### src/rtl/bitmanip_unit.sv
`default_nettype none
// ============================================================================
// Module      : bitmanip_unit
// Description : Bit-manipulation execution unit. Logic, bytewise and count
//               ops complete one cycle after acceptance; carry-less
//               multiplies iterate CLMUL_STEP rs2 bits per cycle.
// Revision    : 1.0 - initial release
// ============================================================================
module bitmanip_unit #(
  parameter int XLEN       = 32,
  parameter int CLMUL_STEP = 4,
  parameter int TAG_W      = 6
) (
  input  logic             cpu_clock_i,
  input  logic             cpu_reset_n_i,
  input  logic             flush_i,
  input  logic             valid_i,
  output logic             ready_o,
  input  logic [3:0]       op_i,
  input  logic [XLEN-1:0]  a_i,
  input  logic [XLEN-1:0]  b_i,
  input  logic [TAG_W-1:0] tag_i,
  output logic             valid_o,
  output logic [XLEN-1:0]  c_o,
  output logic [TAG_W-1:0] tag_o
);

  // Number of clmul processing steps and the counter that walks them.
  localparam int              K        = XLEN / CLMUL_STEP;
  localparam int              CNT_W    = $clog2(K) + 1;
  localparam logic [CNT_W-1:0] LAST_CNT = CNT_W'(K - 1);
  localparam logic [CNT_W-1:0] CNT_ONE  = CNT_W'(1);
  // Width of a bit count (0..XLEN inclusive).
  localparam int              CW       = $clog2(XLEN) + 1;
  localparam int              NBYTES   = XLEN / 8;

  // Operation encoding.
  localparam logic [3:0] OP_AND    = 4'b0000;
  localparam logic [3:0] OP_OR     = 4'b0001;
  localparam logic [3:0] OP_XOR    = 4'b0010;
  localparam logic [3:0] OP_ORCB   = 4'b0011;
  localparam logic [3:0] OP_ANDN   = 4'b0100;
  localparam logic [3:0] OP_ORN    = 4'b0101;
  localparam logic [3:0] OP_XNOR   = 4'b0110;
  localparam logic [3:0] OP_CTZ    = 4'b1000;
  localparam logic [3:0] OP_REV8   = 4'b1010;
  localparam logic [3:0] OP_CPOP   = 4'b1011;
  localparam logic [3:0] OP_CLZ    = 4'b1100;
  localparam logic [3:0] OP_CLMUL  = 4'b1101;
  localparam logic [3:0] OP_CLMULH = 4'b1110;
  localparam logic [3:0] OP_CLMULR = 4'b1111;

  typedef enum logic [0:0] {
    IDLE  = 1'b0,
    CLMUL = 1'b1
  } state_t;

  state_t              state_q;
  logic [CNT_W-1:0]    cnt_q;
  logic [2*XLEN-1:0]   acc_q;
  logic [2*XLEN-1:0]   a_sh_q;   // rs1 pre-shifted to the current bit index
  logic [XLEN-1:0]     b_sh_q;   // rs2 with already-consumed bits shifted out
  logic [3:0]          op_q;
  logic [TAG_W-1:0]    tag_q;
  logic                valid_q;
  logic [XLEN-1:0]     c_q;
  logic [TAG_W-1:0]    tag_out_q;

  logic [XLEN-1:0]     orcb_res;
  logic [XLEN-1:0]     rev8_res;
  logic [XLEN-1:0]     single_d;
  logic [2*XLEN-1:0]   acc_first_d;
  logic [2*XLEN-1:0]   acc_step_d;
  logic [XLEN-1:0]     clmul_res_d;
  logic                is_clmul_op;

  // One clmul step: xor shifted copies of a into acc for each set bit.
  function automatic logic [2*XLEN-1:0] clmul_step(
    input logic [2*XLEN-1:0]   acc,
    input logic [2*XLEN-1:0]   a_sh,
    input logic [CLMUL_STEP-1:0] bits
  );
    logic [2*XLEN-1:0] r;
    r = acc;
    for (int j = 0; j < CLMUL_STEP; j++) begin
      if (bits[j]) r = r ^ (a_sh << j);
    end
    return r;
  endfunction

  // Trailing zeros; scanning downward leaves the lowest set bit's index.
  function automatic logic [CW-1:0] count_tz(input logic [XLEN-1:0] v);
    logic [CW-1:0] n;
    n = CW'(XLEN);
    for (int i = XLEN - 1; i >= 0; i--) begin
      if (v[i]) n = CW'(i);
    end
    return n;
  endfunction

  // Leading zeros; scanning upward leaves the highest set bit's distance.
  function automatic logic [CW-1:0] count_lz(input logic [XLEN-1:0] v);
    logic [CW-1:0] n;
    n = CW'(XLEN);
    for (int i = 0; i < XLEN; i++) begin
      if (v[i]) n = CW'(XLEN - 1 - i);
    end
    return n;
  endfunction

  // Population count.
  function automatic logic [CW-1:0] count_pop(input logic [XLEN-1:0] v);
    logic [CW-1:0] n;
    n = '0;
    for (int i = 0; i < XLEN; i++) begin
      n = n + CW'(v[i]);
    end
    return n;
  endfunction

  // Per-byte OR-combine and byte reversal are pure wiring.
  for (genvar gi = 0; gi < NBYTES; gi++) begin : g_bytes
    assign orcb_res[8*gi +: 8] = {8{|a_i[8*gi +: 8]}};
    assign rev8_res[8*gi +: 8] = a_i[8*(NBYTES-1-gi) +: 8];
  end

  assign is_clmul_op = (op_i == OP_CLMUL) || (op_i == OP_CLMULH) ||
                       (op_i == OP_CLMULR);

  // Single-cycle result selection; undefined codes yield zero.
  always_comb begin
    single_d = '0;
    case (op_i)
      OP_AND:  single_d = a_i & b_i;
      OP_OR:   single_d = a_i | b_i;
      OP_XOR:  single_d = a_i ^ b_i;
      OP_ANDN: single_d = a_i & ~b_i;
      OP_ORN:  single_d = a_i | ~b_i;
      OP_XNOR: single_d = ~(a_i ^ b_i);
      OP_ORCB: single_d = orcb_res;
      OP_REV8: single_d = rev8_res;
      OP_CTZ:  single_d = XLEN'(count_tz(a_i));
      OP_CLZ:  single_d = XLEN'(count_lz(a_i));
      OP_CPOP: single_d = XLEN'(count_pop(a_i));
      default: single_d = '0;
    endcase
  end

  // Clmul accumulator next values and final result slice of the product.
  always_comb begin
    acc_first_d = clmul_step('0, {{XLEN{1'b0}}, a_i}, b_i[CLMUL_STEP-1:0]);
    acc_step_d  = clmul_step(acc_q, a_sh_q, b_sh_q[CLMUL_STEP-1:0]);
    clmul_res_d = acc_step_d[XLEN-1:0];
    case (op_q)
      OP_CLMULH: clmul_res_d = acc_step_d[2*XLEN-1:XLEN];
      OP_CLMULR: clmul_res_d = acc_step_d[2*XLEN-2:XLEN-1];
      default:   clmul_res_d = acc_step_d[XLEN-1:0];
    endcase
  end

  // Control FSM with registered outputs. The first clmul step is folded
  // into the accepting edge, so K steps finish K-1 edges after acceptance.
  always_ff @(posedge cpu_clock_i) begin
    if (!cpu_reset_n_i) begin
      state_q   <= IDLE;
      cnt_q     <= '0;
      acc_q     <= '0;
      a_sh_q    <= '0;
      b_sh_q    <= '0;
      op_q      <= '0;
      tag_q     <= '0;
      valid_q   <= 1'b0;
      c_q       <= '0;
      tag_out_q <= '0;
    end else begin
      valid_q <= 1'b0;
      if (flush_i) begin
        state_q <= IDLE;
        cnt_q   <= '0;
        acc_q   <= '0;
      end else begin
        case (state_q)
          IDLE: begin
            if (valid_i) begin
              if (is_clmul_op) begin
                acc_q   <= acc_first_d;
                a_sh_q  <= {{XLEN{1'b0}}, a_i} << CLMUL_STEP;
                b_sh_q  <= b_i >> CLMUL_STEP;
                op_q    <= op_i;
                tag_q   <= tag_i;
                cnt_q   <= CNT_ONE;
                state_q <= CLMUL;
              end else begin
                valid_q   <= 1'b1;
                c_q       <= single_d;
                tag_out_q <= tag_i;
              end
            end
          end
          CLMUL: begin
            if (cnt_q == LAST_CNT) begin
              valid_q   <= 1'b1;
              c_q       <= clmul_res_d;
              tag_out_q <= tag_q;
              acc_q     <= '0;
              cnt_q     <= '0;
              state_q   <= IDLE;
            end else begin
              acc_q  <= acc_step_d;
              a_sh_q <= a_sh_q << CLMUL_STEP;
              b_sh_q <= b_sh_q >> CLMUL_STEP;
              cnt_q  <= cnt_q + CNT_ONE;
            end
          end
          default: begin
            state_q <= IDLE;
            cnt_q   <= '0;
            acc_q   <= '0;
          end
        endcase
      end
    end
  end

  assign ready_o = (state_q == IDLE);
  assign valid_o = valid_q;
  assign c_o     = c_q;
  assign tag_o   = tag_out_q;

endmodule
`default_nettype wire

### config.mk
export PLATFORM = sky130hd
export DESIGN_NAME = bitmanip_unit
export DESIGN_NICKNAME = d
export VERILOG_FILES = /design/src/rtl/bitmanip_unit.sv
export SDC_FILE = /design/constraint.sdc
export NUM_CORES = 1
export LEC_CHECK = 0
export ABC_AREA = 0
export BUFFER_PORTS_ARGS = -buffer_cell sky130_fd_sc_hd__buf_2
export CAP_MARGIN = 10
export CORE_UTILIZATION = 31
export DETAILED_ROUTE_END_ITERATION = 10
export GPL_TIMING_DRIVEN = 0
export PLACE_DENSITY_LB_ADDON = 0.15
export SYNTH_ARGS = -nofsm -noshare
export SYNTH_HDL_FRONTEND = slang
export SYNTH_SLANG_ARGS = --single-unit
### constraint.sdc
create_clock -name cpu_clock_i -period 7.5 [get_ports cpu_clock_i]
set_input_delay 0.375 -clock cpu_clock_i [delete_from_list [all_inputs] [get_ports cpu_clock_i]]
set_output_delay 0.375 -clock cpu_clock_i [all_outputs]
set_load 0.02 [all_outputs]
== After elaboration in Yosys (flattened, before gate mapping) ==
Cells that the tools add are included.

* Eq/ne operators: 21
* Muxes and demuxes: 106
* Bitwise operators: 17
* $add $sub $neg: 32
* Reductions and logical operators: 12

{| class="wikitable"
|+ Operator list
! cell !! count
|-
| $mux 64 || 13
|-
| $mux 6 || 67
|-
| $pmux 32 s11 || 1
|-
| $pmux 64 s2 || 2
|-
| $xor 64x64->64 || 4
|-
| $mux 32 || 7
|-
| $pmux 32 s2 || 3
|-
| $add 6x1->6 || 26
|-
| $and 32x32->32 || 2
|-
| $not 32->32 || 2
|-
| $or 32x32->32 || 2
|-
| $xor 64x33->64 || 1
|-
| $xor 64x34->64 || 1
|-
| $xor 64x35->64 || 1
|-
| $eq 4x4->1 const B || 9
|-
| $reduce_or 8->1 || 4
|-
| $xor 32x32->32 || 1
|-
| $eq 4x3->1 const B || 4
|-
| $mux 4 || 3
|-
| $pmux 6 s2 || 1
|-
| $reduce_and 4->1 || 3
|-
| $eq 4x2->1 const B || 2
|-
| $pmux 4 s2 || 1
|-
| $add 5x1->6 || 1
|-
| 15 further kinds || 27
|}

* Register bits after elaboration: 214
* Word-level logic and storage cells: 198
* Output and inout bits: 40
* Input bits: 78

== Depth between registers and ports, before layout ==
Gate-level depths: netlist (run 1).

* Word-level depth: 36
* Depth in mapped cells: 20

== Worst setup path before layout (run 1) ==
Ideal clock, no wire load.

* Path kind: in2reg
* Start point: input a_i[23]
* End point: register c_q[2] (netlist: c_o[2])
* Data required time: 7354 ps
* Setup time: 146 ps
* Arrival: 5322 ps
* Path slack: 2032 ps
* Buffers on the path: 1
* Stages: 18
* Cell sequence: clkbuf_1 -> inv_1 -> fa_1 -> fa_1 -> inv_1 -> fa_1 -> inv_1 -> fa_1 -> fa_1 -> fa_1 -> inv_1 -> ha_1 -> fa_1 -> xnor2_1 -> nor3_1 -> a221o_1 -> o41ai_1 -> a41oi_1

* Longest elaborated chain between the ends: 28
* Elaborated cells on any way between the ends: 46
* Classes of those cells: add/sub: 9; mux: 37

{| class="wikitable"
|+ Ends and longest elaborated chain
! element !! line !! source
|-
| from (decl) || 20 || <nowiki>input logic [XLEN-1:0] a_i,</nowiki>
|-
| parallel branches: the longest is 24 deep, another holds $add 6x1->6 || -- ||
|-
| $pmux 32 s11 * || 133 || <nowiki>case (op_i)</nowiki>
|-
| $mux 32 * || 185 || <nowiki>if (is_clmul_op) begin</nowiki>
|-
| $mux 32 * || 184 || <nowiki>if (valid_i) begin</nowiki>
|-
| $pmux 32 s2 * || 182 || <nowiki>case (state_q)</nowiki>
|-
| to (signal assigned) || 195 || <nowiki>c_q <= single_d;</nowiki>
|-
| to (signal assigned) || 203 || <nowiki>c_q <= clmul_res_d;</nowiki>
|-
| to (decl) || 66 || <nowiki>logic [XLEN-1:0] c_q;</nowiki>
|}

Mark *: on every way between the ends. The select of a mux whose other input is x is not followed.
A chain may end at the register's enable or synchronous reset.

== Worst setup path after layout (run 1) ==
* Start point: input a_i[25]
* End point: register c_q[2] (netlist: c_o[2])

* Longest elaborated chain between the ends: 30
* Elaborated cells on any way between the ends: 44
* Classes of those cells: add/sub: 7; mux: 37

{| class="wikitable"
|+ Ends and longest elaborated chain
! element !! line
|-
| parallel branches: the longest is 26 deep, another holds $add 6x1->6 || --
|-
| $pmux 32 s11 * || 133
|-
| $mux 32 * || 185
|-
| $mux 32 * || 184
|-
| $pmux 32 s2 * || 182
|}

Marks and branches as above.

==> results of run 1 <==
## stage by stage
stage               instance area, sq um  utilization  total power [mW]  setup slack [ns]
global placement                   17800        0.344              2.29             0.703
finish                             18700        0.362              3.61              1.17
floorplan                          16400            -              1.91              2.03
detailed placement                 17800        0.344              2.30             0.723
global route                       18700        0.362              3.77              1.02
CTS                                18700        0.361              3.63              1.27
## how the worst max path moves through the flow
stage,start,endpoint,slack [ns],cells after the start
2_1_floorplan,a_i[23],c_o[2]$_SDFFE_PN0P_,2.03,18
3_5_place_dp,a_i[25],c_o[2]$_SDFFE_PN0P_,0.72,19
6_report,a_i[25],c_o[2]$_SDFFE_PN0P_,1.17,19
3_3_place_gp,a_i[25],c_o[2]$_SDFFE_PN0P_,0.70,19
4_1_cts,a_i[25],c_o[2]$_SDFFE_PN0P_,1.27,19
5_1_grt,a_i[25],c_o[2]$_SDFFE_PN0P_,1.02,19
## tightest hold or removal path, delay by kind of cell
| kind | cells | cell delay (ns) |
|---|---|---|
| compound gates | 1 | 0.06 |
| buf+inv | 1 | 0.11 |
| simple gates | 1 | 0.04 |
## state kept, by name (all words and copies together) (netlist names)
signal / flops
acc_q: 64
a_sh_q: 60
c_o: 32
b_sh_q: 28
tag_o: 6
tag_q: 6
cnt_q: 4
op_q: 4
state_q: 1
valid_o: 1
## Yosys cell counts, types with 10 or more instances
master    number  area [sq um]
ha_1          11           138
nand3_1       64           320
nor2_1       149           559
a22o_1        32           280
o221ai_1      31           272
a31oi_1       34           213
o21ai_0      101           505
xnor2_1      302          2650
o211ai_1      29           218
mux2i_1       41           410
buf_1         23          86.3
a222oi_1      16           160
fa_1          24           480
inv_1         46           173
a21boi_0      16           120
buf_2         38           190
a21oi_1       98           490
clkbuf_1     136           510
dfxtp_1      206          4120
a221oi_1      10          87.6
o211a_1       59           591
nand2_1      506          1900
xor2_1        80           701
nor3_1        33           165
## cell type report
cell class / instances / area, sq um / share of cell area
Antenna cell: 1 / 2.50 / 0.000134
Clock buffer: 38 / 807 / 0.0431
Inverter: 47 / 176 / 0.00941
Clock inverter: 9 / 92.6 / 0.00494
Timing Repair Buffer: 112 / 563 / 0.0300
Buffer: 198 / 798 / 0.0426
Multi-Input combinational cell: 1767 / 11300 / 0.604
Tap cell: 680 / 851 / 0.0454
Sequential cell: 206 / 4120 / 0.220
## power by group
part	switching, mW	internal (mW)	total, mW
combinational	0.690	0.433	1.12
sequential	0.0340	1.13	1.16
clock	0.545	0.783	1.33
## routing by layer
metal / global-route usage / up-vias
met5: 0 / -
met4: 0.128 / 2
met3: 0.0258 / 136
met2: 0.435 / 611
met1: 0.366 / 8190
li1: - / 7833
## kinds of logic (layout without fill, tap and decap cells)
kind of cell	Yosys count	in the layout
simple gates	798	798
compound gates	505	505
xor+xnor	387	387
buf+inv	245	404
flops	206	206
mux	42	42
fa+ha+maj	35	35
other cells	0	1
==> run summary, run 1 <==
CTS root buf: clkbuf_16
post-synthesis cell area: 16400 sq um
most frequent cells in the layout: nand2_1, xnor2_1, dfxtp_1
DP HPWL: 58700 microns
syn_area_per_cell: 7.41 sq um
Layout area overhead: 14.1%
worst-margin pin slew: 1.16 ns
Crit-path slowest cell: clkbuf_1
Non-Filler Instances: 3058
total setup buffers inserted after CTS: 0
Max Clk Rate: 158 MHz
VDD IR max: 0.297 mV
vias in the first global route: 16270
nets: 2472
minimum clock period: 6.33 ns
# Max-Cap Violations: 0
asr flop ratio synth: 0
CTS tree: done
CTS Buffer Depth: 3
RSZ-0062 raised after global routing: no
mux cell area share after synthesis: 0.0257
worst path arrival time: 6.71 ns
Crit path max-delay family: adder cells
WP buf/inv: 6
H-tree levels: 1
Post-synth EDFFs: 0
Max transition margin: 0.229
# hold bufs at CTS: 0
post-synthesis xor/xnor area fraction: 0.211
clk slew on worst S/H paths: 0.06 ns
Mapped Nets: 2331
met2 wire len: 33600 microns
ys flop type: dfxtp_1
Critical Path Fanout Max: 10
Worst path max stage delay: 0.65 ns
CP Launch Type: input pin
post-synthesis compound-gate area fraction: 0.217
FF-to-FF path depth: 7
first-pass GRT wire length: 109000 microns
Vias: 16772
Synth Register Bits: 206
simple-gate portion of the synthesized area: 0.199
worst hold stages: 3
CP endpoint kind: flip-flop
Worst Skew: 0.0256 ns
Distinct cells, synth: 69
outcome: complete, no violations
routed wire length per instance: 24.3 microns
Die Y: 232 microns
Final TNS setup: 0 ns
clock sink total: 206
Worst Hold Class: input pin to flip-flop
power per cell area: 193 nW/um^2
number of placed cells counting well taps: 3008
leak pwr: 7.14 nW
initial core utilization: 0.317
DRC viols: 0
Final setup viols: 0
worst hold path startpoint: tag_i[4]
initial antenna violation count: 2
pin count of the biggest net entering global routing: 15
Skew-Pair Late Insertion Delay: 0.58 ns
Iter 0 DRT Violations: 1685
grt ovf: 0
Post-Synth Adder-Cell Area: 0.0376
Final Wtd Congestion: 0.990
Reg2Reg Launch Point: state_q$_SDFF_PP0_
IO Port Bufs: 109
worst reg2reg endpoint: c_o[23]$_SDFFE_PN0P_
die area: 53900 sq um
crit share post-route: 0.844
Hold Crit Endpoint: tag_q[4]$_SDFFE_PN0P_
DR pass1 iterations: 7
DR WL met3: 4000 microns
Inserted Clock Buffers: 27
Metal-1 WL: 32900 microns
Slew Limit Fails: 0
cell mode on critical path: fa_1
Ys Warns: 0
sequential share of the synthesized area: 0.251
largest family of logic cells by synthesized area: compound AO/OA/AOI/OAI gates
endpoints failing hold: 0
# IOs: 118
antenna-violating nets left: 0
CTS-repair resized insts: 0
Rows: 83
Fin Hold WS: 0.0733 ns
Die Wd: 232 microns
Syn Inst Count: 2218
gr usage total: 0.272
WL final: 74300 microns
worst setup path class: input pin to flip-flop
worst path cell trace: buf_2 -> clkbuf_1 -> inv_1 -> fa_1 -> fa_1 -> inv_1 -> fa_1 -> inv_1 -> fa_1 -> fa_1 -> fa_1 -> inv_1 -> ha_1 -> fa_1 -> xnor2_1 -> nor3_1 -> a221o_1 -> o41ai_1 -> a41oi_1
vias per inst: 5.48
Core ar.: 51800 sq um
commonest non-fill, non-tap cell in the layout: nand2_1
fillcell total: 5525
Req. time, crit path: 7.88 ns
R2R setup slack: 4.47 ns
Top Metal Used: met5
share of cells above drive strength 1: 0.0883
No activity file was read; power rests on OpenSTA's default activity.
==> run 2, diff against run 1 <==
- ABC_AREA: 0 -> 1
- clock period: 7.5 -> 5.6 ns (I/O delays scaled with it)
==> run summary, run 2 <==
max reg flops: 64
Commonest cells post-synth: nand2_1, xor2_1, o21ai_0
pin count of the biggest net entering global routing: 13
Yosys top cell by area: dfxtp_1
# Max-Cap Violations: 0
Worst Hold Class: input pin to flip-flop
Yosys top cell area share: 0.252
grt ovf: 0
FF-to-FF path depth: 11
Final Wtd Congestion: 0.938
CTS tree: done
Iter 0 DRT Violations: 1733
Final TNS setup: 0 ns
Layout area overhead: 13.8%
H-tree levels: 1
CTS root buf: clkbuf_16
RSZ-0062 raised after global routing: no
Synth Register Bits: 206
Reg2Reg Launch Point: cnt_q[0]$_SDFFE_PP0P_
gr usage total: 0.279
share of cells above drive strength 1: 0.0856
# IOs: 118
minimum clock period: 5.33 ns
Die Wd: 232 microns
WP buf/inv: 5
worst hold stages: 3
Distinct cells, synth: 43
post-synthesis cell area: 16400 sq um
Inserted Clock Buffers: 25
power per cell area: 252 nW/um^2
most frequent cells in the layout: nand2_1, xor2_1, o21ai_0
nets: 2702
Req. time, crit path: 6.04 ns
total setup buffers inserted after CTS: 0
DP HPWL: 58500 microns
Cell Area, Placed: 17700 sq um
CP endpoint kind: flip-flop
Syn Inst Count: 2459
Vias: 17963
worst reg2reg endpoint: b_sh_q[1]$_SDFFE_PN0P_
Worst Skew: 0.0118 ns
ys flop type: dfxtp_1
vias per inst: 5.47
Mapped Nets: 2572
CTS Buffer Depth: 3
initial core utilization: 0.316
Ys Warns: 0
sequential share of the synthesized area: 0.252
WL final: 76500 microns
routed wire length per instance: 23.3 microns
Fin Hold WS: 0.0153 ns
fillcell total: 5628
clock sink total: 206
Crit-path slowest cell: fa_1
vias in the first global route: 16522
worst path cell trace: buf_2 -> clkbuf_1 -> inv_1 -> fa_1 -> fa_1 -> fa_1 -> fa_1 -> fa_1 -> inv_1 -> ha_1 -> fa_1 -> a21oi_1 -> o21ai_0 -> xor2_1 -> a32oi_1 -> nand3_1 -> a21oi_1 -> nand2_1 -> o211ai_1 -> inv_1
worst-margin pin slew: 1.32 ns
cell mode on critical path: fa_1
syn_area_per_cell: 6.65 sq um
Critical Path Fanout Max: 10
first-pass GRT wire length: 111000 microns
Die Y: 232 microns
Biggest register: acc_q
Max Clk Rate: 188 MHz
CP Launch Type: input pin
Worst path max stage delay: 0.65 ns
Skew-Pair Late Insertion Delay: 0.55 ns
largest cells by area after synthesis: dfxtp_1, nand2_1, xor2_1, o21ai_0, xnor2_1
endpoints failing hold: 0
initial antenna violation count: 0
Rows: 83
R2R setup slack: 1.83 ns
clk slew on worst S/H paths: 0.07 ns
Core ar.: 51700 sq um
Hold Crit Endpoint: tag_o[3]$_SDFFE_PN0P_
Max transition margin: 0.121
antenna-violating nets left: 0
DRC viols: 0
Post-synth EDFFs: 0
Slew Limit Fails: 0
worst hold path startpoint: tag_i[3]
worst path arrival time: 5.77 ns
IO Port Bufs: 103
VDD IR max: 0.331 mV
Antenna Cells: 0
most frequent cell after synthesis: nand2_1
outcome: complete, no violations
DR pass1 iterations: 5
die area: 53700 sq um
CTS-repair resized insts: 0
crit share post-route: 0.951
worst setup path class: input pin to flip-flop
Final setup viols: 0
# hold bufs at CTS: 0
Crit path max-delay family: adder cells
Power, Total: 4.68 mW
post-route cell area: 18600 sq um
commonest non-fill, non-tap cell in the layout: nand2_1
leak pwr: 6.83 nW
asr flop ratio synth: 0
==> run 2: cell types whose count changed in the layout (fill, tap and decap cells not counted), moves of 32 or more <==
cell	delta
xor2_1	+170
a31oi_1	+67
xnor2_1	-205
mux2i_1	-41
a22o_1	-32
nand3_1	+34
o21ai_0	+146
o211a_1	-58
nand2_1	+182
a21oi_1	+38
nor2_1	-37
o22ai_1	+44
inv_1	+66
buf_2	-32
==> run 2: cells by family (layout without fill, tap and decap cells) <==
logic type	after synthesis	in the layout	synth area share
XOR/XNOR	347	347	0.186
AND/OR/NAND/NOR	967	967	0.237
adder cells (fa/ha/maj)	35	35	0.0378
buffers and inverters	324	471	0.0874
flip-flops	206	206	0.252
AO/OA/AOI/OAI	580	580	0.200
==> run 2: cell type report <==
| type | instances | area, sq um | area share |
|---|---|---|---|
| clock inverters | 11 | 190 | 0.0102 |
| multi-input cells | 1929 | 10800 | 0.581 |
| clock buffers | 33 | 696 | 0.0374 |
| inverters | 130 | 526 | 0.0282 |
| flip-flops and latches | 206 | 4120 | 0.222 |
| well taps | 680 | 851 | 0.0457 |
| repair buffers | 103 | 515 | 0.0277 |
| plain buffers | 194 | 905 | 0.0486 |
==> run 2: how the worst max path moves through the flow <==
stage / from / end / slack [ns] / depth (start not counted)
global route: a_i[30] / c_o[4]$_SDFFE_PN0P_ / 0.06 / 20
CTS: a_i[30] / c_o[4]$_SDFFE_PN0P_ / 0.36 / 20
detailed placement: a_i[30] / c_o[4]$_SDFFE_PN0P_ / -0.20 / 20
floorplan: a_i[23] / c_o[4]$_SDFFE_PN0P_ / 0.52 / 22
finish: a_i[30] / c_o[4]$_SDFFE_PN0P_ / 0.27 / 20
global placement: a_i[30] / c_o[4]$_SDFFE_PN0P_ / -0.19 / 20
==> run 2: layer usage <==
| layer | vias up | wire length, microns | share of wire | global-route usage |
|---|---|---|---|---|
| met4 | 0 | 3740 | 0.049 | 0.129 |
| met1 | 8590 | 32000 | 0.42 | 0.368 |
| met5 | - | 0 | 0 | 0 |
| li1 | 8378 | - | - | - |
| met3 | 135 | 5870 | 0.077 | 0.0343 |
| met2 | 860 | 34900 | 0.46 | 0.451 |
==> run 2: metrics by stage <==
stage          utilization  worst slack, ns  cells
2_1_floorplan            -            0.519   2459
3_3_place_gp         0.343           -0.192   3242
3_5_place_dp         0.343           -0.199   3242
4_1_cts              0.360            0.356   3286
5_1_grt              0.360           0.0624   3286
6_report             0.360            0.273   3286
==> run 2: tightest hold or removal path, delay by kind of cell <==
| kind | cells | cell delay [ns] |
|---|---|---|
| buffers and inverters | 1 | 0.11 |
| AOI/OAI and AO/OA | 1 | 0.07 |
| and+or+nand+nor | 1 | 0.06 |
==> run 2: where the power goes <==
part / total, mW / switching, mW / internal [mW]
sequential: 1.56 / 0.0465 / 1.51
clock: 1.81 / 0.710 / 1.10
combinational: 1.32 / 0.854 / 0.462
